### src/rtl/riscv_fetch_unit.sv
// Instruction fetch front end: credit-limited memory requests feeding an in-order instruction queue.
// Define RISCV_FETCH_PERF_CNT_EN to enable the fetch_stall_cnt starvation counter.
module riscv_fetch_unit #(
  parameter int                    RISCV_XLEN      = 32,
  parameter int                    RISCV_INSTR_LEN = 32,
  parameter logic [RISCV_XLEN-1:0] RESET_PC        = '0,
  parameter int                    DEPTH           = 4
) (
  input  logic                       clk,
  input  logic                       rst,
  output logic                       imem_req_valid,
  output logic [RISCV_XLEN-1:0]      imem_req_addr,
  input  logic                       imem_req_ready,
  input  logic                       imem_rsp_valid,
  input  logic [RISCV_INSTR_LEN-1:0] imem_rsp_data,
  input  logic                       redirect_valid,
  input  logic [RISCV_XLEN-1:0]      redirect_pc,
  output logic                       if_valid,
  input  logic                       if_ready,
  output logic [RISCV_INSTR_LEN-1:0] if_instr,
  output logic [RISCV_XLEN-1:0]      if_pc,
  output logic [31:0]                fetch_stall_cnt
);
  localparam int AW = $clog2(DEPTH);
  localparam int CW = AW + 1;
  localparam logic [CW-1:0] DEPTH_C = CW'(DEPTH);

  typedef struct packed {
    logic [RISCV_XLEN-1:0]      pc;
    logic [RISCV_INSTR_LEN-1:0] instr;
  } entry_t;

  entry_t                queue [DEPTH];
  logic [AW-1:0]         head, tail;
  logic [CW-1:0]         qCount, outstanding, dropCnt;
  logic [RISCV_XLEN-1:0] fetchPc, rspPc;
  logic                  reqFire, rspDrop, push, pop;

  // outstanding includes requests whose responses will be dropped, so every
  // accepted request always has a reserved queue slot
  assign imem_req_valid = !rst && !redirect_valid && ((outstanding + qCount) < DEPTH_C);
  assign imem_req_addr  = fetchPc;
  assign reqFire        = imem_req_valid && imem_req_ready;
  assign rspDrop        = imem_rsp_valid && (dropCnt != '0);
  assign push           = imem_rsp_valid && (dropCnt == '0) && !redirect_valid;
  assign pop            = if_valid && if_ready && !redirect_valid;

  // Live requests are consecutive words ending just below fetchPc, so the
  // oldest one's PC follows from the count still in flight.
  assign rspPc = fetchPc - (RISCV_XLEN'(outstanding - dropCnt) << 2);

  assign if_valid = (qCount != '0);
  assign if_instr = queue[head].instr;
  assign if_pc    = queue[head].pc;

  always_ff @(posedge clk or posedge rst) begin
    if (rst) begin
      fetchPc     <= RESET_PC;
      head        <= '0;
      tail        <= '0;
      qCount      <= '0;
      outstanding <= '0;
      dropCnt     <= '0;
    end else if (redirect_valid) begin
      fetchPc     <= {redirect_pc[RISCV_XLEN-1:2], 2'b00};
      head        <= '0;
      tail        <= '0;
      qCount      <= '0;
      outstanding <= outstanding - CW'(imem_rsp_valid);
      dropCnt     <= outstanding - CW'(imem_rsp_valid);
    end else begin
      if (reqFire) fetchPc <= fetchPc + RISCV_XLEN'(4);
      outstanding <= outstanding + CW'(reqFire) - CW'(imem_rsp_valid);
      if (rspDrop) dropCnt <= dropCnt - CW'(1);
      if (push)    tail    <= tail + AW'(1);
      if (pop)     head    <= head + AW'(1);
      qCount <= qCount + CW'(push) - CW'(pop);
    end
  end

  always_ff @(posedge clk) begin
    if (push) queue[tail] <= '{pc: rspPc, instr: imem_rsp_data};
  end

`ifdef RISCV_FETCH_PERF_CNT_EN
  logic [31:0] stallCnt;

  always_ff @(posedge clk or posedge rst) begin
    if (rst)                                       stallCnt <= '0;
    else if (!if_valid && if_ready && stallCnt != '1) stallCnt <= stallCnt + 32'd1;
  end

  assign fetch_stall_cnt = stallCnt;
`else
  assign fetch_stall_cnt = 32'd0;
`endif

endmodule

### config.mk
export PLATFORM = sky130hd
export DESIGN_NAME = riscv_fetch_unit
export DESIGN_NICKNAME = d
export VERILOG_FILES = /design/src/rtl/riscv_fetch_unit.sv
export SDC_FILE = /design/constraint.sdc
export NUM_CORES = 1
export LEC_CHECK = 0
export ABC_CLOCK_PERIOD_IN_PS = 4400
export CAP_MARGIN = 20
export CORE_ASPECT_RATIO = 1.75
export CORE_MARGIN = 3
export CORE_UTILIZATION = 40
export CTS_CLUSTER_DIAMETER = 120
export CTS_CLUSTER_SIZE = 25
export DETAILED_ROUTE_END_ITERATION = 7
export GPL_ROUTABILITY_DRIVEN = 0
export PLACE_DENSITY = 0.65
export SETUP_SLACK_MARGIN = 0.4
export SYNTH_ARGS = -nofsm -noshare
export SYNTH_HDL_FRONTEND = slang
export SYNTH_SLANG_ARGS = --single-unit
### constraint.sdc
create_clock -name clk -period 4.4 [get_ports clk]
set_input_delay 0.88 -clock clk [delete_from_list [all_inputs] [get_ports clk]]
set_output_delay 0.88 -clock clk [all_outputs]
set_load 0.1 [all_outputs]
== Yosys cells after proc, flatten, opt, wreduce, memory -nomap -nowiden ==
Memories as Yosys holds them, arrays and structs flattened.
Cells that the tools add are included.
Word-level totals
  bits in registers: 45
  bits in writable memories: 256
  bits of input ports: 70
  output and inout bits: 130
  word-level logic and storage cells: 49
  memories: 1
Cells by class
  add/sub/neg operators: 12
  magnitude comparators: 1
  multiplexer cells: 12
  reduce and logical (&&, ||, !) cells: 17
Memories
  queue: depth 4, bits a word 64, read ports 1, clocked after memory_dff 0, wr ports 1, line 33  | entry_t queue [DEPTH];
Operators with widths (count)
  $mux 32: 2
  $add 32x3->32 const B: 1
  $sub 32x32->32: 1
  $mux 3: 4
  $sub 3x1->3: 3
  $logic_and 1x1->1: 8
  $mux 2: 4
  $reduce_bool 2->1: 4
  $add 3x1->3: 2
  $reduce_bool 3->1: 2
  $add 2x1->2 const B: 2
  $sub 3x3->4: 1
  $add 3x3->3: 1
  $logic_not 3->1: 1
  $lt 3x3->1 const B: 1
  $sub 3x1->3 const B: 1
  $logic_not 1->1: 2
  $mux 1: 2

== Longest topological paths before layout ==
  word-level depth: 7
  mapped depth: 14
  mapped depth without buffers: 13

== Worst setup path after synthesis ==
No wires, ideal clock.
  path kind: input -> output
  start: in redirect_valid
  end: out imem_req_valid
  arrival: 3571 ps
  data required time: 3520 ps
  path slack: -51 ps
  stages on the path: 4
  buffers on the path: 3
  path through: clkbuf_1 > clkbuf_1 > clkbuf_1 > nor3_1
Between the ends
  longest elaborated chain between the ends: 3
RTL lines
  start, declared: line 16  | input logic redirect_valid,
  $logic_not 1->1: line 41  | assign imem_req_valid = !rst && !redirect_valid && ((outstanding + qCount) < DEPTH_C);
  $logic_and 1x1->1 (2 in a row): line 41
  end, declared: line 11  | output logic imem_req_valid,
No other way between the ends.

== Worst setup path in the final report ==
  start: reg head[0]
  end: out if_pc[9]
Between the ends
  longest elaborated chain between the ends: 1
RTL lines
  start, declared: line 34  | logic [AW-1:0] head, tail;
  start signal, assigned: line 76  | if (pop) head <= head + AW'(1);
  $mem_v2 4x64
  end, declared: line 21  | output logic [RISCV_XLEN-1:0] if_pc,
No other way between the ends.

==> results.sh <==
export IMPL_cts_hold_fix_buffers=0
export IMPL_max_freq_mhz=259
export IMPL_cts_buffers_inserted=15
export IMPL_cts_resized=0
export IMPL_whs_path_depth=1
export IMPL_cap_viol_max_count=0
export IMPL_cp_start_kind="flop"
export IMPL_period_minus_slack_ns=3.86
export IMPL_cts_buffer_depth=3
export IMPL_drtAntennaViolNets=0
export IMPL_outcome="complete, no violations"
export IMPL_rsz0062_at_grt="no"
export IMPL_core_area_sq_mm=0.0333
export IMPL_synth_enable_flop_cells=248
export IMPL_die_area_sq_mm=0.0362
export IMPL_setup_viol=0
export IMPL_synth_ff_type="edfxtp_1"
export IMPL_setup_tns_ns=0
export IMPL_tightest_slew_ns=1.05
export IMPL_htreeDepth=1
export IMPL_r2r_end="queue[2][63]"
export IMPL_nets=1184
export IMPL_ys_types=61
export IMPL_period_share_pct=87.7
export IMPL_grt_overflow=0
export IMPL_r2r_cells=12
export IMPL_synth_top_area_share_pct=54.9
export IMPL_drv_slew=0
export IMPL_synth_area_top_cells="edfxtp_1, mux4_2, dfrtp_1"
export IMPL_ios=200
export IMPL_hold_class="reg2reg"
export IMPL_hp_start="imem_req_addr[31]"
export IMPL_area_delta_synth_final_pct=17.9
export IMPL_top_layer_used="met4"
export IMPL_grt_usage_pct=15.6
export IMPL_reg2reg_from="outstanding[1]"
export IMPL_cp_arrival_ns=2.98
export IMPL_mostFrequentLayoutCells="edfxtp_1, clkdlybuf4s50_1, mux4_2, nand2_1, buf_4"
export IMPL_finalWirelength_mm=28.7
export IMPL_path_max_fanout=29
export IMPL_drive_gt1_share_pct=14.6
export IMPL_yosysTopAreaCell="edfxtp_1"
export IMPL_insertion_delay_ns=0.50
export IMPL_relSlewSlack_pct=29.9
export IMPL_wl_per_cell_microns=19.0
export IMPL_grt_max_degree=63
export IMPL_fp_row_count=88
export IMPL_vias_per_cell=5.22
export IMPL_dp_hpwl_mm=19.6
export IMPL_path_clk_slew_ns=0.10
export IMPL_drc=0
export IMPL_ff2ff_setup_slack_ns=0.60
export IMPL_path_class="reg2out"
export IMPL_async_flop_share_pct=14.8
export IMPL_vias=7904
export IMPL_wl_met3_microns=854
export IMPL_cts_sinks=291
export IMPL_met1_length_mm=11.2
export IMPL_grt_pass1_vias=8149
export IMPL_cts_root_buf="clkbuf_16"
export IMPL_antenna_cells=0
export IMPL_syn_area_sq_mm=0.0136
export IMPL_syn_avg_cell_area_sq_um=15.1
export IMPL_dr_pass1_iters=5
export IMPL_antenna_found_initial=0
export IMPL_cts_setup_buffers=0
export IMPL_yosysWarnings=0
export IMPL_tritoncts="yes"
export IMPL_final_common_cell="edfxtp_1"
export IMPL_skew_ns=0.0186
export IMPL_netlist_instances=899
export IMPL_die_h_microns=250
export IMPL_holdPathEnd="imem_req_addr[31]"
export IMPL_die_width_microns=145
export IMPL_crit_path_end_kind="output port"
export IMPL_met2_length_mm=16.1
export IMPL_start_util_pct=40.8
export IMPL_timing_hold_violations_final=0
export IMPL_ys_ff_latch=291
export IMPL_required_ns=3.52
export IMPL_grt_pass1_wl_mm=45.1
export IMPL_io_buffers=161
export IMPL_whs_ns=0.573
export IMPL_ys_seq_area_share_pct=62.9
export IMPL_first_iter_violations=324
==> logic make-up (layout without fill, tap and decap cells) <==
family,Yosys count,after routing,share of synthesized area (%)
DFF,291,291,62.9
muxes,65,65,10.5
other,1,36,0.0277
adders and majority gates,53,53,5.11
and+or+nand+nor,202,202,7.63
AOI/OAI and AO/OA,144,144,7.18
xor gates and xnor gates,44,44,2.84
buffers and inverters,99,230,3.81
==> synthesized netlist by cell type (3+ instances only) <==
cell type and number:
nand2b_1 5, and2_1 11, buf_4 36, xnor2_1 24, and3_1 15, a21oi_1 36
o311ai_0 7, clkbuf_1 19, and4_1 7, xor2_1 20, nand4_1 10, o211ai_1 5
nor3_1 15, inv_1 31, buf_1 4, nand3_1 16, a221oi_1 5, mux4_2 62
nand2_1 59, dfrtp_1 43, a21o_1 15, fa_1 4, edfxtp_1 248, nor2b_1 10
ha_1 49, a211oi_1 4, mux2i_1 3, o2111ai_1 3, a221o_1 6, nor3b_1 3
buf_2 7, nor2_1 42, a311oi_1 3, o21ai_0 38
==> worst max-delay path by stage <==
stage / startpoint / end / slack, ns / cells after the start
finish: head[0] / if_pc[9] / 0.54 / 2
floorplan: redirect_valid / imem_req_valid / 0.79 / 4
CTS: head[0] / if_pc[8] / 0.42 / 2
global route: head[0] / if_pc[15] / 0.40 / 2
global placement: outstanding[1] / queue[0][63] / 0.64 / 12
detailed placement: outstanding[1] / queue[2][63] / 0.60 / 12
==> layout make-up <==
cell class              count  area (sq um)
fillers                  2948         17300
flip-flops and latches    291          8530
multi-input cells         544          4670
repair buffers            177          1700
well taps                 450           563
clock buffers              20           394
inverters                  32           120
clock inverters             1          11.3
==> metal layers <==
layer	up-vias	global-route usage (%)
li1	3718	-
met5	-	0
met2	155	30.2
met1	3999	18.0
met3	32	1.56
met4	0	4.46
==> sequential cells by signal (all words and copies together), names as in the netlist <==
register       count
dropCnt            3
imem_req_addr     30
queue            248
head               2
tail               2
qCount             3
outstanding        3
==> metrics by stage <==
step                utilization, %  worst slack, ns  cell area (sq um)  cells
finish                        48.1            0.540              16000   1515
global route                  48.1            0.402              16000   1515
CTS                           48.0            0.420              16000   1515
detailed placement            46.8            0.604              15600   1494
global placement              46.8            0.644              15600   1494
floorplan                        -            0.793              13700    934
==> worst max-delay path, cell delays in order (launching register included) <==
cell and delay (ns):
dfrtp_4 0.84, mux4_2 0.58, clkdlybuf4s50_1 1.01
Power is left out: the tool's default activity adds up to more than one toggle a clock period on the data nets, which glitch-free logic cannot reach.
